--- src/rtl/cosim_tohost_arbiter_pkg.sv ---
// Shared types and helper functions for the to-host cosim arbiter and its
// future from-host counterpart.
package cosim_arb_pkg;

    typedef logic [31:0] msg_count_t;

    function automatic int unsigned tag_bits(input int unsigned n);
        return $clog2(n);
    endfunction

    // Round-robin successor of a channel index, wrapping at n-1.
    function automatic int unsigned rr_next(input int unsigned ptr, input int unsigned n);
        if (ptr >= n - 32'd1) begin
            return 32'd0;
        end else begin
            return ptr + 32'd1;
        end
    endfunction

endpackage

--- src/rtl/cosim_tohost_arbiter_picker.sv ---
// Combinational round-robin picker: first set request at or after ptr,
// wrapping to index 0.
module cosim_rr_picker
    import cosim_arb_pkg::*;
#(
    parameter int unsigned N  = 4,
    parameter int unsigned TW = tag_bits(N)
) (
    input  logic [N-1:0]  req,
    input  logic [TW-1:0] ptr,
    output logic [N-1:0]  grant,
    output logic [TW-1:0] idx,
    output logic          hit
);

    // Two passes: indices >= ptr first, then the wrapped-around low indices.
    always_comb begin
        grant = '0;
        idx   = '0;
        hit   = 1'b0;
        for (int j = 0; j < int'(N); j++) begin
            if (!hit && req[j] && (TW'(j) >= ptr)) begin
                hit      = 1'b1;
                idx      = TW'(j);
                grant[j] = 1'b1;
            end else begin
                hit = hit;
            end
        end
        for (int j = 0; j < int'(N); j++) begin
            if (!hit && req[j]) begin
                hit      = 1'b1;
                idx      = TW'(j);
                grant[j] = 1'b1;
            end else begin
                hit = hit;
            end
        end
    end

endmodule

--- src/rtl/cosim_tohost_arbiter.sv ---
// Round-robin merge of NUM_CHANNELS valid/ready producers into one tagged
// to-host endpoint through a one-entry output register.
module cosim_tohost_arbiter
    import cosim_arb_pkg::*;
#(
    parameter int unsigned NUM_CHANNELS = 4,
    parameter int unsigned DATA_BITS    = 32,
    localparam int unsigned TAG_BITS    = tag_bits(NUM_CHANNELS),
    localparam int unsigned OUT_BITS    = TAG_BITS + DATA_BITS
) (
    input  logic                              clk,
    input  logic                              rst,
    input  logic [NUM_CHANNELS-1:0]           InValid,
    output logic [NUM_CHANNELS-1:0]           InReady,
    input  logic [NUM_CHANNELS*DATA_BITS-1:0] InData,
    output logic                              DataOutValid,
    input  logic                              DataOutReady,
    output logic [OUT_BITS-1:0]               DataOut,
    output msg_count_t                        MsgCount
);

    logic [TAG_BITS-1:0]     ptr_r;
    logic                    out_valid_r;
    logic [OUT_BITS-1:0]     out_data_r;
    msg_count_t              msg_count_r;

    logic [NUM_CHANNELS-1:0] grant_s;
    logic [TAG_BITS-1:0]     idx_s;
    logic                    hit_s;
    logic                    space_s;
    logic                    accept_s;
    logic                    drain_s;
    logic [DATA_BITS-1:0]    payload_s;

    cosim_rr_picker #(
        .N  (NUM_CHANNELS),
        .TW (TAG_BITS)
    ) u_picker (
        .req   (InValid),
        .ptr   (ptr_r),
        .grant (grant_s),
        .idx   (idx_s),
        .hit   (hit_s)
    );

    assign space_s  = !out_valid_r || DataOutReady;
    assign drain_s  = out_valid_r && DataOutReady;
    assign accept_s = hit_s && space_s && !rst;

    // Ready goes only to the granted channel, and never while reset is held.
    always_comb begin
        if (rst) begin
            InReady = '0;
        end else if (space_s) begin
            InReady = grant_s;
        end else begin
            InReady = '0;
        end
    end

    // Payload mux driven by the one-hot grant.
    always_comb begin
        payload_s = '0;
        for (int j = 0; j < int'(NUM_CHANNELS); j++) begin
            if (grant_s[j]) begin
                payload_s = InData[j*DATA_BITS +: DATA_BITS];
            end else begin
                payload_s = payload_s;
            end
        end
    end

    // Output stage: a refill on the same edge as a drain keeps valid high.
    always_ff @(posedge clk) begin
        if (rst) begin
            ptr_r       <= '0;
            out_valid_r <= 1'b0;
            out_data_r  <= '0;
            msg_count_r <= 32'd0;
        end else begin
            if (accept_s) begin
                out_data_r  <= {idx_s, payload_s};
                out_valid_r <= 1'b1;
                ptr_r       <= TAG_BITS'(rr_next(32'(idx_s), NUM_CHANNELS));
            end else if (drain_s) begin
                out_valid_r <= 1'b0;
            end else begin
                out_valid_r <= out_valid_r;
            end
            if (drain_s) begin
                msg_count_r <= msg_count_r + 32'd1;
            end else begin
                msg_count_r <= msg_count_r;
            end
        end
    end

    assign DataOutValid = out_valid_r;
    assign DataOut      = out_data_r;
    assign MsgCount     = msg_count_r;

endmodule

--- config.mk ---
export PLATFORM = sky130hd
export DESIGN_NAME = cosim_tohost_arbiter
export DESIGN_NICKNAME = d
export VERILOG_FILES = /design/src/rtl/cosim_tohost_arbiter_pkg.sv /design/src/rtl/cosim_tohost_arbiter_picker.sv /design/src/rtl/cosim_tohost_arbiter.sv
export SDC_FILE = /design/constraint.sdc
export NUM_CORES = 1
export LEC_CHECK = 0
export CAP_MARGIN = 40
export CORE_ASPECT_RATIO = 1.2
export CORE_MARGIN = 1
export CORE_UTILIZATION = 40
export CTS_CLUSTER_DIAMETER = 200
export CTS_CLUSTER_SIZE = 16
export DETAILED_ROUTE_END_ITERATION = 16
export GPL_TIMING_DRIVEN = 0
export PLACE_DENSITY = 0.81
export SYNTH_ARGS = -nofsm -noshare
export SYNTH_HDL_FRONTEND = slang
export SYNTH_SLANG_ARGS = --single-unit
--- constraint.sdc ---
create_clock -name clk -period 1.8 [get_ports clk]
set_input_delay 0.36 -clock clk [delete_from_list [all_inputs] [get_ports clk]]
set_output_delay 0.36 -clock clk [all_outputs]
set_load 0.01 [all_outputs]
==> results.md <==
| Result | Reported |
|---|---|
| Outcome | finished, violations left |
| Failing checks | negative setup slack |
| Wire length of the first global-routing pass | 23000 microns |
| Aggregate routed wire length | 14900 microns |
| Final setup slack of the worst path | -68.6 ps |
| Library cell with the largest summed area after synthesis | dfxtp_1 |
| FMAX | 0.535 GHz |
| # DRC | 0 |
| Top-area cell type share of the netlist area | 34.3% |
| Antenna violations before repair | 0 |
| Average wire per cell in the routed design | 18.6 microns |
| Int Power | 3.62 mW |
| Critical Path End Type | output pin |
| Yosys Warn Count | 0 |
| Clock share of power | 32.5% |
| Max_cap viols | 0 |
| CTS tree | yes |
| Worst setup path category | flip-flop to output pin |
| Number of distinct library cells after synthesis | 47 |
| Layout Skew | 4.49 ps |
| Worst ir drop on vdd | 0.378 mV |
| Vias per std cell | 5.66 |
| Synthesis-to-finish area growth | 66.8% |
| GRT overflow | 0 |
| Violation count after the first detailed-routing iteration | 263 |
| Sequential cell fraction of total power | 34.5% |
| Max clock buf depth | 2 |
| Final-layout fill cell count | 747 |
| Die W | 93.6 microns |
| Ratio of total power to cell area | 764 nW/um^2 |
| Endpoint required time on the critical path | 1440 ps |
| Multiplexer area fraction after synthesis | 0% |
| Number of buffers created by CTS | 9 |
| Worst Setup Start Kind | flip-flop |
| Tot GR Track Use | 28.4% |
| Netlist area before placement | 4030 sq um |
| Share of synthesized registers carrying an async set or reset | 0% |
| Cell Area, Placed | 6200 sq um |
| Number of detailed-route iterations in the first pass | 7 |
| Fraction of the yosys area taken by sequential cells | 34.3% |
| Synth Area in XOR/XNOR | 6.53% |
| Part of the power in combinational logic | 33.0% |
| Row Count | 39 |
| Die Y-Extent | 112 microns |
| Clock insertion delay at the later pin of the skew report | 330 ps |
| Cells traversed along the worst timing path | o2bb2ai_2 -> a22o_2 -> buf_8 -> and3_4 -> buf_6 |
| Post-route cell area | 6720 sq um |
| RSZ-0062 raised after global routing | true |
| Switching power total | 1.51 mW |
| Dominant combinational cell family by area after synthesis | compound AO/OA/AOI/OAI gates |
| Number of enable flip-flop cells after synthesis | 0 |
| Vias in the first global route | 4634 |
| Number of input and output port buffers inserted | 202 |
| Hold violation total from the final report | 0 |
| Commonest cells after routing, fill and taps aside | 195 x clkdlybuf4s50_1, 65 x dfxtp_1, 48 x nand2_1, 38 x nor2_1, 36 x and3_1 |
| Commonest register cell after synthesis | dfxtp_1 |
| Final net count | 809 |
| Critical-path top delay cell | dfxtp_4 |
| H-tree depth | 3 |
| Number of register bits inferred by synthesis | 69 |
| Delay of the slowest cell on the worst path | 370 ps |
| Count of endpoints failing setup in the final report | 2 |
| Buffers & Inverters on Critical Path | 2 |
| Top delay family on crit path | compound AO/OA/AOI/OAI gates |
| Crit share post-route | 104% |
| Estimated wirelength of the detail-placed design | 11200 microns |
| Arithmetic-cell share of the synthesized area counting full adders, half adders and majority gates | 0.622% |
| Post-Place Setup Slack | -1070 ps |
| Actual slew at the worst max-slew pin | 581 ps |
| Final min period | 1870 ps |
| Path category of the worst min-delay check | primary input to flip-flop |
| Final-report max-slew violation count | 0 |
| Die ar. | 10500 sq um |
| Master cell of the clock root buffer | clkbuf_16 |
| Most common library cell in the layout ignoring fill and taps | clkdlybuf4s50_1 |
| Worst EP arrival | 1510 ps |
| Average instance area after synthesis | 9.01 sq um |
| Ports | 206 |
| Clock-pin transition on the worst setup and hold timing paths | 60 ps |
| Diode insertion count for antenna repair | 0 |
| Count of mapped cells out of synthesis | 447 |
| Clock Sinks | 69 |
| Fraction of the mapped netlist area in compound gates | 27.9% |
| Initial standard-cell utilization of the core | 41.7% |
| Vias after detailed routing | 4525 |
| Pin count of the biggest net entering global routing | 12 |
| Worst-case headroom to the max-slew limit | 61.3% |
| Static leakage | 2.52 nW |
| Top area cells in the synthesized netlist | dfxtp_1 34%, a221oi_2 10%, a2bb2oi_1 7.0% |
| Post-synthesis simple-gate area fraction | 24.6% |
| Final GP Congestion | 0.892 |
| Synthesized netlist net count | 584 |
| Proportion of total power due to net switching | 29.4% |
| Core area | 9660 sq um |
| Layout cell share with drive strength beyond 1 | 19.4% |
| Routed Antenna Nets | 0 |
| WHS | 451 ps |
| Worst-path maximum fanout | 7 |
cells by family (layout without fill, tap and decap cells):
family                   count (synthesis)  count (layout)
adder cells (fa/ha/maj)                  2               2
flip-flops                              69              69
XOR/XNOR                                30              30
AND/OR/NAND/NOR                        181             181
buffers and inverters                   46             276
AO/OA/AOI/OAI                          119             119
layer usage:
layer	global-route usage, %	part of all wire, %
met1	30.6	37
met2	51.0	51
met5	0	0
met3	7.65	8.6
met4	12.7	3.3
tightest hold or removal path: stages:
cell and delay (ps):
buf_2 160, nor4_2 90, a21oi_1 130
cell usage after synthesis, drive strengths merged, types with 7 or more instances:
master / count
dfxtp: 69
nand2: 48
nor2: 41
and3: 39
o22ai: 33
a221oi: 32
a2bb2oi: 32
buf: 27
xnor2: 19
clkbuf: 14
nand3: 14
xor2: 11
nor4: 8
a21oi: 7
and4: 7
nand4: 7
nor3: 7
final cells by class:
class | instances | area [sq um] | area share (%)
buffer | 40 | 258 | 3.84
clock buffer | 12 | 256 | 3.82
clock inverter | 4 | 22.5 | 0.335
inverter | 5 | 18.8 | 0.279
multi-input combinational | 332 | 2510 | 37.4
sequential | 69 | 1390 | 20.7
tap | 123 | 154 | 2.29
timing repair buffer | 215 | 2100 | 31.3
flip-flops by register name, summed over array words and instances (netlist names):
signal	count
ptr_r	2
MsgCount	32
DataOut	34
DataOutValid	1
repair_timing:
| item | CTS | global route |
|---|---|---|
| setup buffers | 11 | 2 |
| gates resized for setup | 46 | 32 |
| setup endpoints to repair | 43 | 46 |
| hold buffers | 0 | 0 |
| cloned | 0 | 0 |
| pin swaps | 6 | 10 |
power groups by stage:
stage	Combinational [mW]	Clock (mW)	Sequential (mW)
final	1.69	1.67	1.77
after detailed placement	1.55	0	1.78
after global routing	1.80	1.75	1.79
after CTS	1.64	1.69	1.75
after global placement	1.52	0	1.78
after floorplan	0.744	0	1.82
per-stage QoR:
step	total power, mW	util (%)	std cells	setup TNS, ps
5_1_grt	5.33	69.5	800	-215
3_5_place_dp	3.33	64.2	772	-29400
6_report	5.13	69.5	800	-94.6
2_1_floorplan	2.57	-	447	0
4_1_cts	5.08	68.6	799	-197
3_3_place_gp	3.30	64.2	772	-26370
final timing paths:
kind	startpoint	endpoint	slack, ps	cells past startpoint
worst max register to register	ptr_r[1]$_SDFFE_PP0P_	DataOut[11]$_SDFFE_PP0P_	40	7
worst min register to register	DataOut[33]$_SDFFE_PP0P_	DataOut[33]$_SDFFE_PP0P_	480	2
worst min-delay path	InValid[0]	DataOutValid$_SDFFE_PP0P_	450	3
worst max-delay path	ptr_r[1]$_SDFFE_PP0P_	InReady[0]	-70	5
Note: power is estimated with default switching activity, not from simulation.
